### src/rtl/reloj_pkg.sv
// Shared limits, month numbers and reset defaults for the binary time/date counter.
package reloj_pkg;

    localparam logic [7:0] SEG_MAX  = 8'd59;
    localparam logic [7:0] MIN_MAX  = 8'd59;
    localparam logic [7:0] HORA_MAX = 8'd23;
    localparam logic [7:0] MES_MAX  = 8'd12;
    localparam logic [7:0] ANIO_MAX = 8'd99;

    localparam logic [7:0] ENE = 8'd1;
    localparam logic [7:0] FEB = 8'd2;
    localparam logic [7:0] MAR = 8'd3;
    localparam logic [7:0] ABR = 8'd4;
    localparam logic [7:0] MAY = 8'd5;
    localparam logic [7:0] JUN = 8'd6;
    localparam logic [7:0] JUL = 8'd7;
    localparam logic [7:0] AGO = 8'd8;
    localparam logic [7:0] SEP = 8'd9;
    localparam logic [7:0] OCT = 8'd10;
    localparam logic [7:0] NOV = 8'd11;
    localparam logic [7:0] DIC = 8'd12;

    localparam int ANIO_INI_DEF = 0;
    localparam int MES_INI_DEF  = 1;
    localparam int DIA_INI_DEF  = 1;

endpackage

### src/rtl/dias_del_mes.sv
// Days in a month for years 2000-2099 (every year divisible by 4 is leap).
// Purely combinational; out-of-range months report 31 and are screened by the caller.
module dias_del_mes
    import reloj_pkg::*;
(
    input  logic [7:0] mes,
    input  logic [7:0] anio,
    output logic [4:0] dias
);

    always_comb begin
        dias = 5'd31;
        case (mes)
            FEB:                dias = (anio % 8'd4 == 8'd0) ? 5'd29 : 5'd28;
            ABR, JUN, SEP, NOV: dias = 5'd30;
            default:            dias = 5'd31;
        endcase
    end

endmodule

### src/rtl/reloj_calendario_binario.sv
// Binary s/m/h/day/month/year counter advanced by a 1 Hz tick, with validated full load.
// One-cycle latency on tick/load; no backpressure, load wins over a same-cycle tick.
module reloj_calendario_binario
    import reloj_pkg::*;
#(
    parameter int ANIO_INI = ANIO_INI_DEF,
    parameter int MES_INI  = MES_INI_DEF,
    parameter int DIA_INI  = DIA_INI_DEF
)
(
    input  logic       clk,
    input  logic       reset,
    input  logic       tick,
    input  logic       load,
    input  logic [7:0] s_in,
    input  logic [7:0] m_in,
    input  logic [7:0] h_in,
    input  logic [7:0] d_in,
    input  logic [7:0] me_in,
    input  logic [7:0] a_in,
    output logic [7:0] s,
    output logic [7:0] m,
    output logic [7:0] h,
    output logic [7:0] d,
    output logic [7:0] me,
    output logic [7:0] a,
    output logic       act,
    output logic       err
);

    logic [4:0] dias_cur;
    logic [4:0] dias_in;
    logic       load_ok;

    dias_del_mes u_dias_cur (.mes(me),    .anio(a),    .dias(dias_cur));
    dias_del_mes u_dias_in  (.mes(me_in), .anio(a_in), .dias(dias_in));

    always_comb begin
        load_ok = (s_in <= SEG_MAX) && (m_in <= MIN_MAX) && (h_in <= HORA_MAX) &&
                  (me_in >= ENE) && (me_in <= MES_MAX) && (a_in <= ANIO_MAX) &&
                  (d_in != 8'd0) && (d_in <= {3'b000, dias_in});
    end

    always_ff @(posedge clk) begin
        if (reset) begin
            s   <= 8'd0;
            m   <= 8'd0;
            h   <= 8'd0;
            d   <= 8'(DIA_INI);
            me  <= 8'(MES_INI);
            a   <= 8'(ANIO_INI);
            act <= 1'b0;
            err <= 1'b0;
        end else begin
            act <= 1'b0;
            err <= 1'b0;
            if (load) begin
                // A rejected load still swallows a coincident tick.
                if (load_ok) begin
                    s   <= s_in;
                    m   <= m_in;
                    h   <= h_in;
                    d   <= d_in;
                    me  <= me_in;
                    a   <= a_in;
                    act <= 1'b1;
                end else begin
                    err <= 1'b1;
                end
            end else if (tick) begin
                act <= 1'b1;
                if (s != SEG_MAX) begin
                    s <= s + 8'd1;
                end else begin
                    s <= 8'd0;
                    if (m != MIN_MAX) begin
                        m <= m + 8'd1;
                    end else begin
                        m <= 8'd0;
                        if (h != HORA_MAX) begin
                            h <= h + 8'd1;
                        end else begin
                            h <= 8'd0;
                            if (d < {3'b000, dias_cur}) begin
                                d <= d + 8'd1;
                            end else begin
                                d <= 8'd1;
                                if (me != MES_MAX) begin
                                    me <= me + 8'd1;
                                end else begin
                                    me <= ENE;
                                    a  <= (a == ANIO_MAX) ? 8'd0 : a + 8'd1;
                                end
                            end
                        end
                    end
                end
            end
        end
    end

endmodule

### config.mk
export PLATFORM = sky130hd
export DESIGN_NAME = reloj_calendario_binario
export DESIGN_NICKNAME = d
export VERILOG_FILES = /design/src/rtl/reloj_pkg.sv /design/src/rtl/dias_del_mes.sv /design/src/rtl/reloj_calendario_binario.sv
export SDC_FILE = /design/constraint.sdc
export NUM_CORES = 1
export LEC_CHECK = 0
export BUFFER_PORTS_ARGS = -buffer_cell sky130_fd_sc_hd__buf_2
export CAP_MARGIN = 20
export CORE_MARGIN = 3
export CORE_UTILIZATION = 40
export CTS_CLUSTER_SIZE = 28
export DETAILED_ROUTE_END_ITERATION = 12
export SETUP_SLACK_MARGIN = 0.4
export SLEW_MARGIN = 10
export SYNTH_ARGS = -nofsm -noshare
export SYNTH_HDL_FRONTEND = slang
export SYNTH_HIERARCHICAL = 1
export SYNTH_SLANG_ARGS = --single-unit
### constraint.sdc
create_clock -name clk -period 8 [get_ports clk]
set_input_delay 2.4 -clock clk [delete_from_list [all_inputs] [get_ports clk]]
set_output_delay 2.4 -clock clk [all_outputs]
set_load 0.01 [all_outputs]
; Word-level counts from Yosys, hierarchy flattened
; Index checks and enable logic that the tools add are counted.
[classes]
n_addsub = 6
magnitude_cmp = 8
eq_ne = 21
mux = 47
bitwise = 1
reduce_logical = 20
[ops]
columns = op, n
row1 = 2-to-1 mux 8 bit, 39
row2 = adder 8 x 1 -> 8 bit (second input constant), 6
row3 = == test 8 x 3 -> 1 bit (second input constant), 4
row4 = == test 8 x 4 -> 1 bit (second input constant), 4
row5 = case mux 5 bit (2 select lines), 2
row6 = == test 8 x 2 -> 1 bit (second input constant), 2
row7 = less-or-equal comparator 8 x 6 -> 1 bit (second input constant), 2
row8 = logical NOT 8 bit, 2
row9 = != test 8 x 6 -> 1 bit (second input constant), 2
row10 = != test 2 bit (second input constant), 5
row11 = == test 8 x 7 -> 1 bit (second input constant), 1
row12 = >= comparator 8 x 1 -> 1 bit (second input constant), 1
row13 = less-or-equal comparator 8 x 4 -> 1 bit (second input constant), 1
row14 = less-or-equal comparator 8 x 5 -> 1 bit, 1
row15 = less-or-equal comparator 8 x 5 -> 1 bit (second input constant), 1
row16 = less-or-equal comparator 8 x 7 -> 1 bit (second input constant), 1
row17 = < comparator 8 x 5 -> 1 bit, 1
row18 = != test 8 x 4 -> 1 bit (second input constant), 1
row19 = != test 8 x 5 -> 1 bit (second input constant), 1
row20 = nonzero test 8 bit, 1
row21 = OR reduction 4 bit, 2
row22 = logical AND 1 bit, 7
row23 = AND reduction 7 bit, 1
row24 = 2-to-1 mux 1 bit, 6
row25 = 9 further kinds, 9
[totals]
reg_bits = 50
in_bits = 52
output_inout_bits = 50

; Logic depth before layout (Yosys ltp)
; Gate-level depths: netlist of the first run.
[logic_depth]
depth_word = 10
mapped_depth = 11
depth_no_buf = 10

; Modules after synthesis
; Netlist of the first run, hierarchy kept.
[by_module_without_submodules]
columns = mod, instances, cells_per_inst, area_each_um2
row1 = reloj_calendario_binario, 1, 432, 3382.0
row2 = dias_del_mes, 2, 12, 78.8

; Worst setup path before layout of the first run
; Ideal clock, no wire load.
[synth_path]
path_kind = input -> register
startpoint = input port me_in[5]
endpoint = register h[4]
arrival_ns = 4.350
required_time_ns = 7.913
path_slack_ns = 3.563
stages = 10
path_cell_list = nor4_2 -> o21ai_1 -> ha_1 -> and4_1 -> a21oi_1 -> o31ai_4 -> a31oi_1 -> buf_2 -> o211ai_1 -> o31ai_1
[synth_between]
elab_cells_between_ends = 17
classes_between = order compare (3) / eq/ne (6) / mux (1) / reduce/logical (7)
[synth_rtl]
columns = element, line
row1 = from (decl), reloj_calendario_binario.sv:19  ; input logic [7:0] me_in,
row2 = == test 8 x 3 -> 1 bit or == test 8 x 4 -> 1 bit (tied branches), dias_del_mes.sv:13  ; case (mes)
row3 = OR reduction 4 bit, dias_del_mes.sv:13
row4 = case mux 5 bit (2 select lines) (*), dias_del_mes.sv:13
row5 = named net dias_in[0], reloj_calendario_binario.sv:32  ; logic [4:0] dias_in;
row6 = less-or-equal comparator 8 x 5 -> 1 bit (*), reloj_calendario_binario.sv:41  ; (d_in != 8'd0) && (d_in <= {3'b000, dias_in});
row7 = logical AND 1 bit (*), reloj_calendario_binario.sv:41
row8 = != test 2 x 1 -> 1 bit (no source line) (*), n/a
row9 = AND reduction 4 bit (no source line) (*), n/a
row10 = to (signal assigned), reloj_calendario_binario.sv:62  ; h <= h_in;
row11 = to (signal assigned), reloj_calendario_binario.sv:81  ; h <= h + 8'd1;
row12 = to (decl), reloj_calendario_binario.sv:23  ; output logic [7:0] h,
; The timed path passes the listed nets; every way through them passes the cells marked *.
; A chain may end at the register's enable or synchronous reset.

; Worst setup path in the final report of the first run
[layout_path]
startpoint = input port me_in[5]
endpoint = register a[3]
[layout_between]
elab_cells_between_ends = 17
classes_between = order compare (3) / eq/ne (6) / mux (1) / reduce/logical (7)
[layout_rtl]
columns = element, line
row1 = == test 8 x 3 -> 1 bit or == test 8 x 4 -> 1 bit (tied branches), dias_del_mes.sv:13
row2 = OR reduction 4 bit, dias_del_mes.sv:13
row3 = case mux 5 bit (2 select lines) (*), dias_del_mes.sv:13
row4 = named net dias_in[0], reloj_calendario_binario.sv:32
row5 = less-or-equal comparator 8 x 5 -> 1 bit (*), reloj_calendario_binario.sv:41
row6 = logical AND 1 bit (*), reloj_calendario_binario.sv:41
row7 = != test 2 x 1 -> 1 bit (no source line) (*), n/a
row8 = AND reduction 7 bit (no source line) (*), n/a
row9 = to (signal assigned), reloj_calendario_binario.sv:51  ; a <= 8'(ANIO_INI);
row10 = to (signal assigned), reloj_calendario_binario.sv:65  ; a <= a_in;
row11 = to (signal assigned), reloj_calendario_binario.sv:92  ; a <= (a == ANIO_MAX) ? 8'd0 : a + 8'd1;
row12 = to (decl), reloj_calendario_binario.sv:26  ; output logic [7:0] a,
; Marked as above.

==> results of run 1 <==
[final cells by class]
| cell class | count | area [µm²] |
|---|---|---|
| well taps | 105 | 131 |
| flip-flops and latches | 50 | 1000 |
| multi-input cells | 358 | 2320 |
| inverters | 20 | 75.1 |
| fillers | 907 | 4260 |
| clock inverters | 1 | 5.00 |
| repair buffers | 106 | 543 |
| clock buffers | 7 | 86.3 |
[placed cells by master (no fill, tap or decap), types with 7 or more instances in the layout]
| cell | count |
|---|---|
| o31ai_1 | 14 |
| ha_1 | 16 |
| nand2_1 | 43 |
| nor3_1 | 23 |
| nor2_1 | 39 |
| dfxtp_1 | 50 |
| inv_1 | 19 |
| nor2b_1 | 7 |
| nor4_1 | 10 |
| a21oi_1 | 33 |
| o21ai_0 | 10 |
| o32ai_1 | 17 |
| nand3_1 | 15 |
| and3_1 | 12 |
| buf_2 | 101 |
| a22oi_1 | 12 |
| o211ai_1 | 7 |
[worst reg2reg max path, stage by stage (launching register included)]
cell and delay [ps]:
dfxtp_1 410, nor4_2 380, nand2_1 130, inv_1 90
ha_1 120, nand2_1 40, o21ai_0 320, a31oi_2 440
or3_1 650, o32ai_1 310
[through the flow]
stage	std cells	cell area, µm²	hold WS (ps)
floorplan	460	3550	497
global placement	638	4060	479
detailed placement	639	4070	485
CTS	647	4160	498
global route	647	4160	517
finish	647	4160	492
[cell families (layout without fill, tap and decap cells)]
kind of cell    count (synthesis)  after routing  share of synthesized area
compound gates                141            141                      0.290
other cells                     2              6                    0.00212
simple gates                  183            183                      0.269
mux                             9              9                     0.0269
flops                          50             50                      0.283
buf+inv                        52            134                     0.0657
fa+ha+maj                      16             16                     0.0566
xor+xnor                        3              3                    0.00742
[how the worst min path moves through the flow]
stage	endpoint	slack [ps]	cells after the start
floorplan	a[7]	500	2
global placement	a[7]	480	2
detailed placement	a[7]	480	2
CTS	a[7]	500	2
global route	d[6]	520	1
finish	a[7]	490	2
[flip-flops by register name (all words and copies together) (netlist names)]
signal / flops
err: 1
s: 8
h: 8
me: 8
d: 8
act: 1
m: 8
a: 8
[cell usage after synthesis (all sizes together), types with 14 or more instances]
cell type,instances
o21ai,14
nand3,15
nor2,39
inv,19
o31ai,15
dfxtp,50
nor3,25
o32ai,17
a21oi,33
clkbuf,20
ha,16
nand2,43
[routing by layer]
layer	wire, µm	vias up	global-route usage
met5	0	-	0
met4	170	0	0.0611
met3	768	20	0.0306
met2	5140	151	0.359
met1	5180	1865	0.312
li1	-	1903	-
[power groups by stage]
| stage | clock network (W) | logic [W] | registers [W] |
|---|---|---|---|
| 2_1_floorplan | 0 | 0.0000458 | 0.000259 |
| 3_3_place_gp | 0 | 0.0000761 | 0.000259 |
| 3_5_place_dp | 0 | 0.0000768 | 0.000259 |
| 4_1_cts | 0.000162 | 0.0000771 | 0.000253 |
| 5_1_grt | 0.000172 | 0.0000866 | 0.000253 |
| 6_report | 0.000159 | 0.0000777 | 0.000253 |
==> results.sh, run 1 <==
export IMPL_outcome="complete, no violations"
export IMPL_power_density_mw_per_mm2=118
export IMPL_clock_sinks=50
export IMPL_setup_viol=0
export IMPL_clkTransAtPathRegs_ps=90
export IMPL_reg2reg_from="me[5]"
export IMPL_avgSynthCellArea_um2=7.76
export IMPL_syn_instance_count=456
export IMPL_tightest_slew_ps=980
export IMPL_clock_skew_ps=7.53
export IMPL_ir_drop_uv=66.2
export IMPL_internal_power_w=0.000350
export IMPL_cts_tree="yes"
export IMPL_crit_chain="buf_2 > nor4_2 > o21ai_1 > ha_1 > and4_1 > a21oi_1 > o31ai_4 > a31oi_4 > or3_1 > o32ai_1"
export IMPL_syn_area_mm2=0.00354
export IMPL_wire_per_inst_um=17.4
export IMPL_drive_gt1_frac=0.245
export IMPL_finalHoldViolations=0
export IMPL_ys_seq_area_frac=0.283
export IMPL_cpMaxStageDelayCell="a31oi_4"
export IMPL_critPathMaxStageDelay_ps=600
export IMPL_dieArea_mm2=0.0100
export IMPL_synth_edf_count=0
export IMPL_grt_max_degree=50
export IMPL_dp_hpwl_um=8110
export IMPL_fin_ws_ps=3110
export IMPL_drv_cap=0
export IMPL_place_congestion=0.839
export IMPL_cts_resized=0
export IMPL_path_max_fanout=25
export IMPL_core_area_mm2=0.00842
export IMPL_comb_power_share=0.159
export IMPL_yosys_area_top_type="dfxtp_1"
export IMPL_syn_to_final_growth_pct=17.6
export IMPL_synth_area_top_cells="dfxtp_1 (28%), ha_1 (5.7%), a21oi_1 (4.7%), nand2_1 (4.6%), o32ai_1 (4.2%)"
export IMPL_clkPwrFrac=0.325
export IMPL_synth_top_area_frac=0.283
export IMPL_cts_buffers=5
export IMPL_die_w_um=100
export IMPL_min_period_ps=4890
export IMPL_rr_worst_depth=9
export IMPL_grt_ovfl_total=0
export IMPL_start_kind="input pin"
export IMPL_htreeDepth=2
export IMPL_cp_endpoint="a[3]"
export IMPL_async_reset_ff_frac=0
export IMPL_start_util=0.420
export IMPL_regToRegEndpoint="a[3]"
export IMPL_dr_pass1_iters=5
export IMPL_p_leak_nw=1.80
export IMPL_antenna_found_initial=0
export IMPL_crit_cells=10
export IMPL_post_cts_buffers=0
export IMPL_p_sw_frac=0.286
export IMPL_ys_flop_type="dfxtp_1"
export IMPL_power_frac_seq=0.517
export IMPL_switchingPower_w=0.000140
export IMPL_slew_viol_final=0
export IMPL_drt_iter0_drc=289
export IMPL_endpoint_kind="register"
export IMPL_path_class="input pin to register"
export IMPL_clock_path_buffers=2
export IMPL_chipHeight_um=100
export IMPL_min_delay_start="a[7]"
export IMPL_fmax_ghz=0.205
export IMPL_rsz0062_at_grt="no"
export IMPL_io_buffers=101
export IMPL_ys_ff_latch=50
export IMPL_synth_cell_types=64
export IMPL_final_nets=609
export IMPL_vias_per_cell=6.09
export IMPL_p_total_w=0.000490
export IMPL_worstPathRequired_ps=8160
export IMPL_wl_um=11300
export IMPL_row_count=33
export IMPL_maxSlewHeadroom=0.346
export IMPL_cp_arrival_ps=5050
export IMPL_path_buf_inv=1
export IMPL_r2r_slack_ps=5020
export IMPL_dp_worst_setup_slack_ps=2860
export IMPL_crit_family="compound AO/OA/AOI/OAI gates"
export IMPL_hold_path_class="register to register"
export IMPL_vias=3939
export IMPL_io_pins=102
export IMPL_fin_setup_tns_ps=0
export IMPL_antennaDiodeCount=0
export IMPL_postCtsHoldBufs=0
export IMPL_grt_total_usage=0.222
export IMPL_yosysWarnings=6
export IMPL_grt_pass1_wl_um=18200
export IMPL_utilization=0.494
export IMPL_grt_pass1_vias=3573
export IMPL_ant_nets=0
export IMPL_setup_worst_path_start="me_in[5]"
export IMPL_drc=0
export IMPL_cts_root_buf="clkbuf_8"
export IMPL_period_share=0.611
export IMPL_insertion_delay_ps=310
Note: power is estimated with default switching activity, not from simulation.
==> run 2, diff against run 1 <==
Settings changed: PLACE_DENSITY set to 0.67.
Clock period 8 ns to 4.2 ns, I/O delays scaled along.
==> run 2 against run 1 <==
Utilization increased by 0.18 points. Via count increased by 0.41%. Global-route usage decreased by 1.3 points. Non-clock buffer count increased by 2. Critical path type unchanged. Critical endpoint is now d[0].
==> results.sh, run 2 (synthesized netlist as in run 1, its figures left out) <==
export IMPL_fin_ws_ps=709
export IMPL_outcome="complete, no violations"
export IMPL_hold_path_class="register to register"
export IMPL_vias=3955
export IMPL_core_area_mm2=0.00842
export IMPL_cp_arrival_ps=3690
export IMPL_fin_setup_tns_ps=0
export IMPL_grt_pass1_vias=3618
export IMPL_start_kind="input pin"
export IMPL_rsz0062_at_grt="no"
export IMPL_finalHoldViolations=0
export IMPL_period_share=0.831
export IMPL_drive_gt1_frac=0.248
export IMPL_io_buffers=101
export IMPL_clock_path_buffers=2
export IMPL_chipHeight_um=100
export IMPL_final_common_cell="buf_2"
export IMPL_drt_iter0_drc=239
export IMPL_slew_viol_final=0
export IMPL_htreeDepth=2
export IMPL_dieArea_mm2=0.0100
export IMPL_start_util=0.420
export IMPL_io_pins=102
export IMPL_grt_ovfl_total=0
export IMPL_crit_chain="buf_2 > nor4_2 > o21ai_1 > ha_1 > and4_1 > a21oi_1 > o31ai_4 > a31oi_4 > buf_4 > a221oi_1 > a211o_1"
export IMPL_grt_pass1_wl_um=17400
export IMPL_p_leak_nw=1.80
export IMPL_setup_viol=0
export IMPL_dp_hpwl_um=7970
export IMPL_clock_sinks=50
export IMPL_endpoint_kind="register"
export IMPL_ir_drop_uv=141
export IMPL_antenna_found_initial=0
export IMPL_power_density_mw_per_mm2=222
export IMPL_grt_max_degree=77
export IMPL_cts_resized=0
export IMPL_wire_per_inst_um=16.8
export IMPL_dr_pass1_iters=5
export IMPL_vias_per_cell=6.09
export IMPL_cts_buffers=5
export IMPL_clkTransAtPathRegs_ps=90
export IMPL_maxSlewHeadroom=0.363
export IMPL_clock_skew_ps=8.74
export IMPL_drc=0
export IMPL_dp_worst_setup_slack_ps=408
export IMPL_grt_total_usage=0.209
export IMPL_cts_tree="yes"
export IMPL_worstPathRequired_ps=4400
export IMPL_cts_root_buf="clkbuf_8"
export IMPL_cpMaxStageDelayCell="nor4_2"
export IMPL_post_cts_buffers=0
export IMPL_postCtsHoldBufs=0
export IMPL_ant_nets=0
export IMPL_tightest_slew_ps=951
export IMPL_place_congestion=0.851
export IMPL_final_nets=611
export IMPL_path_class="input pin to register"
export IMPL_path_max_fanout=17
export IMPL_drv_cap=0
export IMPL_wl_um=10900
export IMPL_antennaDiodeCount=0
export IMPL_syn_to_final_growth_pct=18.0
export IMPL_min_period_ps=3490
export IMPL_fmax_ghz=0.286
export IMPL_insertion_delay_ps=310
export IMPL_row_count=33
export IMPL_critPathMaxStageDelay_ps=370
export IMPL_layout_common_cells="buf_2 (101), dfxtp_1 (50), nand2_1 (43), nor2_1 (39), a21oi_1 (33)"
export IMPL_die_w_um=100
[run 2: changes by cell type in the layout (fill, tap and decap cells not counted)]
cell	previous run	this run
buf_4	5	7
[run 2: metrics by stage]
stage	util	hold WS (ps)	power, W	std cells	instance area [µm²]
2_1_floorplan	-	497	0.000581	460	3550
3_3_place_gp	0.485	466	0.000637	641	4090
3_5_place_dp	0.485	487	0.000639	641	4090
4_1_cts	0.496	500	0.000935	649	4180
5_1_grt	0.496	522	0.000969	649	4180
6_report	0.496	499	0.000928	649	4180
[run 2: layout make-up]
cell class,count,area [µm²]
clock inverters,1,5.00
clock buffers,7,86.3
well taps,105,131
multi-input cells,358,2320
inverters,20,75.1
fillers,862,4250
flip-flops and latches,50,1000
repair buffers,108,558
[run 2: path summary, 6_finish.rpt]
check	start	to	slack (ps)	depth (start not counted)
max reg2reg	me[5]	a[7]	1490	9
max	me_in[5]	d[0]	710	11
min reg2reg	d[7]	d[7]	500	1
min	d[7]	d[7]	500	1
[run 2: metal layers]
layer	global-route usage	part of all wire	wire, µm
met5	0	0	0
met3	0.0306	0.079	862
met1	0.283	0.44	4780
met4	0.0601	0.017	188
met2	0.348	0.47	5090
[run 2: power by group]
| part | leakage (nW) | internal, W | switching (W) |
|---|---|---|---|
| sequential | 0.404 | 0.000478 | 0.00000421 |
| clock | 0.0482 | 0.000133 | 0.000163 |
| combinational | 1.35 | 0.0000560 | 0.0000929 |
| total | 1.80 | 0.000667 | 0.000261 |
[run 2: critical path, delay by kind of cell]
family	cells	cell delay, ps
compound gates	6	1200
buf+inv	2	400
simple gates	2	560
fa+ha+maj	1	280
==> run 3, diff against run 2 <==
Settings changed: PLACE_DENSITY 0.67 to not set.
Clock period 4.2 ns to 3.5 ns, I/O delays scaled along.
==> run 3 against run 2 <==
Sequential share of layout area fell by 0.96 points. Cell count rose by 2.0%. Power rose by 22%. Combinational power rose by 30%. Sequential power rose by 20%. Die area did not move. Final area rose by 4.2%. Hold slack improved by 1.1 ps. Via count rose by 0.76%. Clock power rose by 21%. Global-route usage rose by 1.3 points.
==> results.sh, run 3 (synthesized netlist as in run 1, its figures left out) <==
export IMPL_worst_hold_slack_ps=500
export IMPL_crit_family="buffers and inverters"
export IMPL_path_class="input pin to register"
export IMPL_drv_cap=0
export IMPL_cts_tree="yes"
export IMPL_drive_gt1_frac=0.282
export IMPL_ir_drop_uv=144
export IMPL_min_period_ps=3010
export IMPL_cp_arrival_ps=3230
export IMPL_vias_per_cell=6.02
export IMPL_drc=0
export IMPL_path_buf_inv=6
export IMPL_row_count=33
export IMPL_antennaDiodeCount=0
export IMPL_cpMaxStageDelayCell="nor4_4"
export IMPL_vias=3985
export IMPL_fmax_ghz=0.332
export IMPL_clock_skew_ps=5.73
export IMPL_path_max_fanout=8
export IMPL_fin_ws_ps=490
export IMPL_critPathMaxStageDelay_ps=310
export IMPL_dr_pass1_iters=5
export IMPL_power_density_mw_per_mm2=260
export IMPL_io_pins=102
export IMPL_period_share=0.860
export IMPL_cts_root_buf="clkbuf_8"
export IMPL_hold_path_class="register to register"
export IMPL_die_w_um=100
export IMPL_grt_pass1_wl_um=18400
export IMPL_fin_setup_tns_ps=0
export IMPL_syn_to_final_growth_pct=22.9
export IMPL_worstPathRequired_ps=3720
export IMPL_clock_path_buffers=2
export IMPL_ant_nets=0
export IMPL_p_total_w=0.00113
export IMPL_htreeDepth=2
export IMPL_start_kind="input pin"
export IMPL_slew_viol_final=0
export IMPL_n_fill_cell=871
export IMPL_io_buffers=101
export IMPL_stdcell_count=662
export IMPL_p_leak_nw=1.88
export IMPL_dp_worst_setup_slack_ps=25.0
export IMPL_dp_hpwl_um=8200
export IMPL_final_common_cell="buf_2"
export IMPL_final_nets=624
export IMPL_maxSlewHeadroom=0.488
export IMPL_r2r_slack_ps=920
export IMPL_grt_max_degree=77
export IMPL_crit_chain="clkbuf_4 > nor4_4 > nand2_1 > inv_1 > ha_4 > nand2b_1 > a21oi_2 > o31ai_4 > buf_4 > a31oi_1 > buf_4 > buf_12 > buf_4 > o32ai_2"
export IMPL_place_inst=649
export IMPL_antenna_found_initial=0
export IMPL_rsz0062_at_grt="yes"
export IMPL_tightest_slew_ps=768
export IMPL_endpoint_kind="register"
export IMPL_place_congestion=0.884
export IMPL_cts_buffers=5
export IMPL_grt_total_usage=0.222
export IMPL_outcome="complete, no violations"
export IMPL_grt_ovfl_total=0
export IMPL_layout_common_cells="buf_2 (100), dfxtp_1 (50), nand2_1 (43), nor2_1 (39), a21oi_1 (31)"
export IMPL_chipHeight_um=100
export IMPL_postCtsHoldBufs=0
export IMPL_setup_viol=0
export IMPL_insertion_delay_ps=310
export IMPL_clock_sinks=50
export IMPL_grt_pass1_vias=3624
export IMPL_drt_iter0_drc=245
export IMPL_clkTransAtPathRegs_ps=90
export IMPL_finalHoldViolations=0
export IMPL_start_util=0.420
export IMPL_core_area_mm2=0.00842
export IMPL_dieArea_mm2=0.0100
export IMPL_wl_um=11200
export IMPL_wire_per_inst_um=17.0
export IMPL_crit_top_cell="buf_4"
run 3: cell count changes in the layout (fill, tap and decap cells not counted), moves of 2 or more:
| cell | previous run | this run |
|---|---|---|
| a2111oi_0 | 2 | 0 |
| a21oi_2 | 0 | 2 |
| a21oi_1 | 33 | 31 |
| buf_4 | 7 | 19 |
run 3: path summary, 6_finish.rpt:
kind / startpoint / to / cells after the start
max: me_in[6] / s[3] / 14
min: a[7] / a[7] / 2
min reg2reg: a[7] / a[7] / 2
max reg2reg: me[5] / d[0] / 10
run 3: final cells by class:
type                            instances  area (µm²)  share of cell area
Multi-Input combinational cell        358        2380               0.547
Clock buffer                            7        86.3              0.0198
Timing Repair Buffer                  121         671               0.154
Clock inverter                          1        5.00             0.00115
Tap cell                              105         131              0.0302
Sequential cell                        50        1000               0.230
Inverter                               20        75.1              0.0173
run 3: per-layer routing:
metal  routed length (µm)  share of wire  track usage
met5                    0              0            0
met4                  119          0.011       0.0456
met2                 5250           0.47        0.364
met3                  776          0.069       0.0320
met1                 5090           0.45        0.311
run 3: worst register-to-register path, delay by kind of cell, from the launching register on:
kind            cells  cell delay [ps]
compound gates      4              980
fa+ha+maj           1              220
buf+inv             2              340
flops               1              400
simple gates        3              540
run 3: where the power goes:
group	internal [W]	leakage, nW	switching [W]
registers	0.000573	0.404	0.00000541
clock network	0.000160	0.0482	0.000200
logic	0.0000764	1.43	0.000116
total	0.000810	1.88	0.000322
run 3: timing repair:
item	CTS	global route
resized for setup	2	12
cloned	0	0
buffers inserted	1	4
setup endpoints to repair	5	36
pin swaps	1	5
run 3: metrics by stage:
step | cell area (µm²) | util
CTS | 4260 | 0.505
global route | 4350 | 0.517
detailed placement | 4150 | 0.492
global placement | 4150 | 0.492
floorplan | 3550 | -
finish | 4350 | 0.517
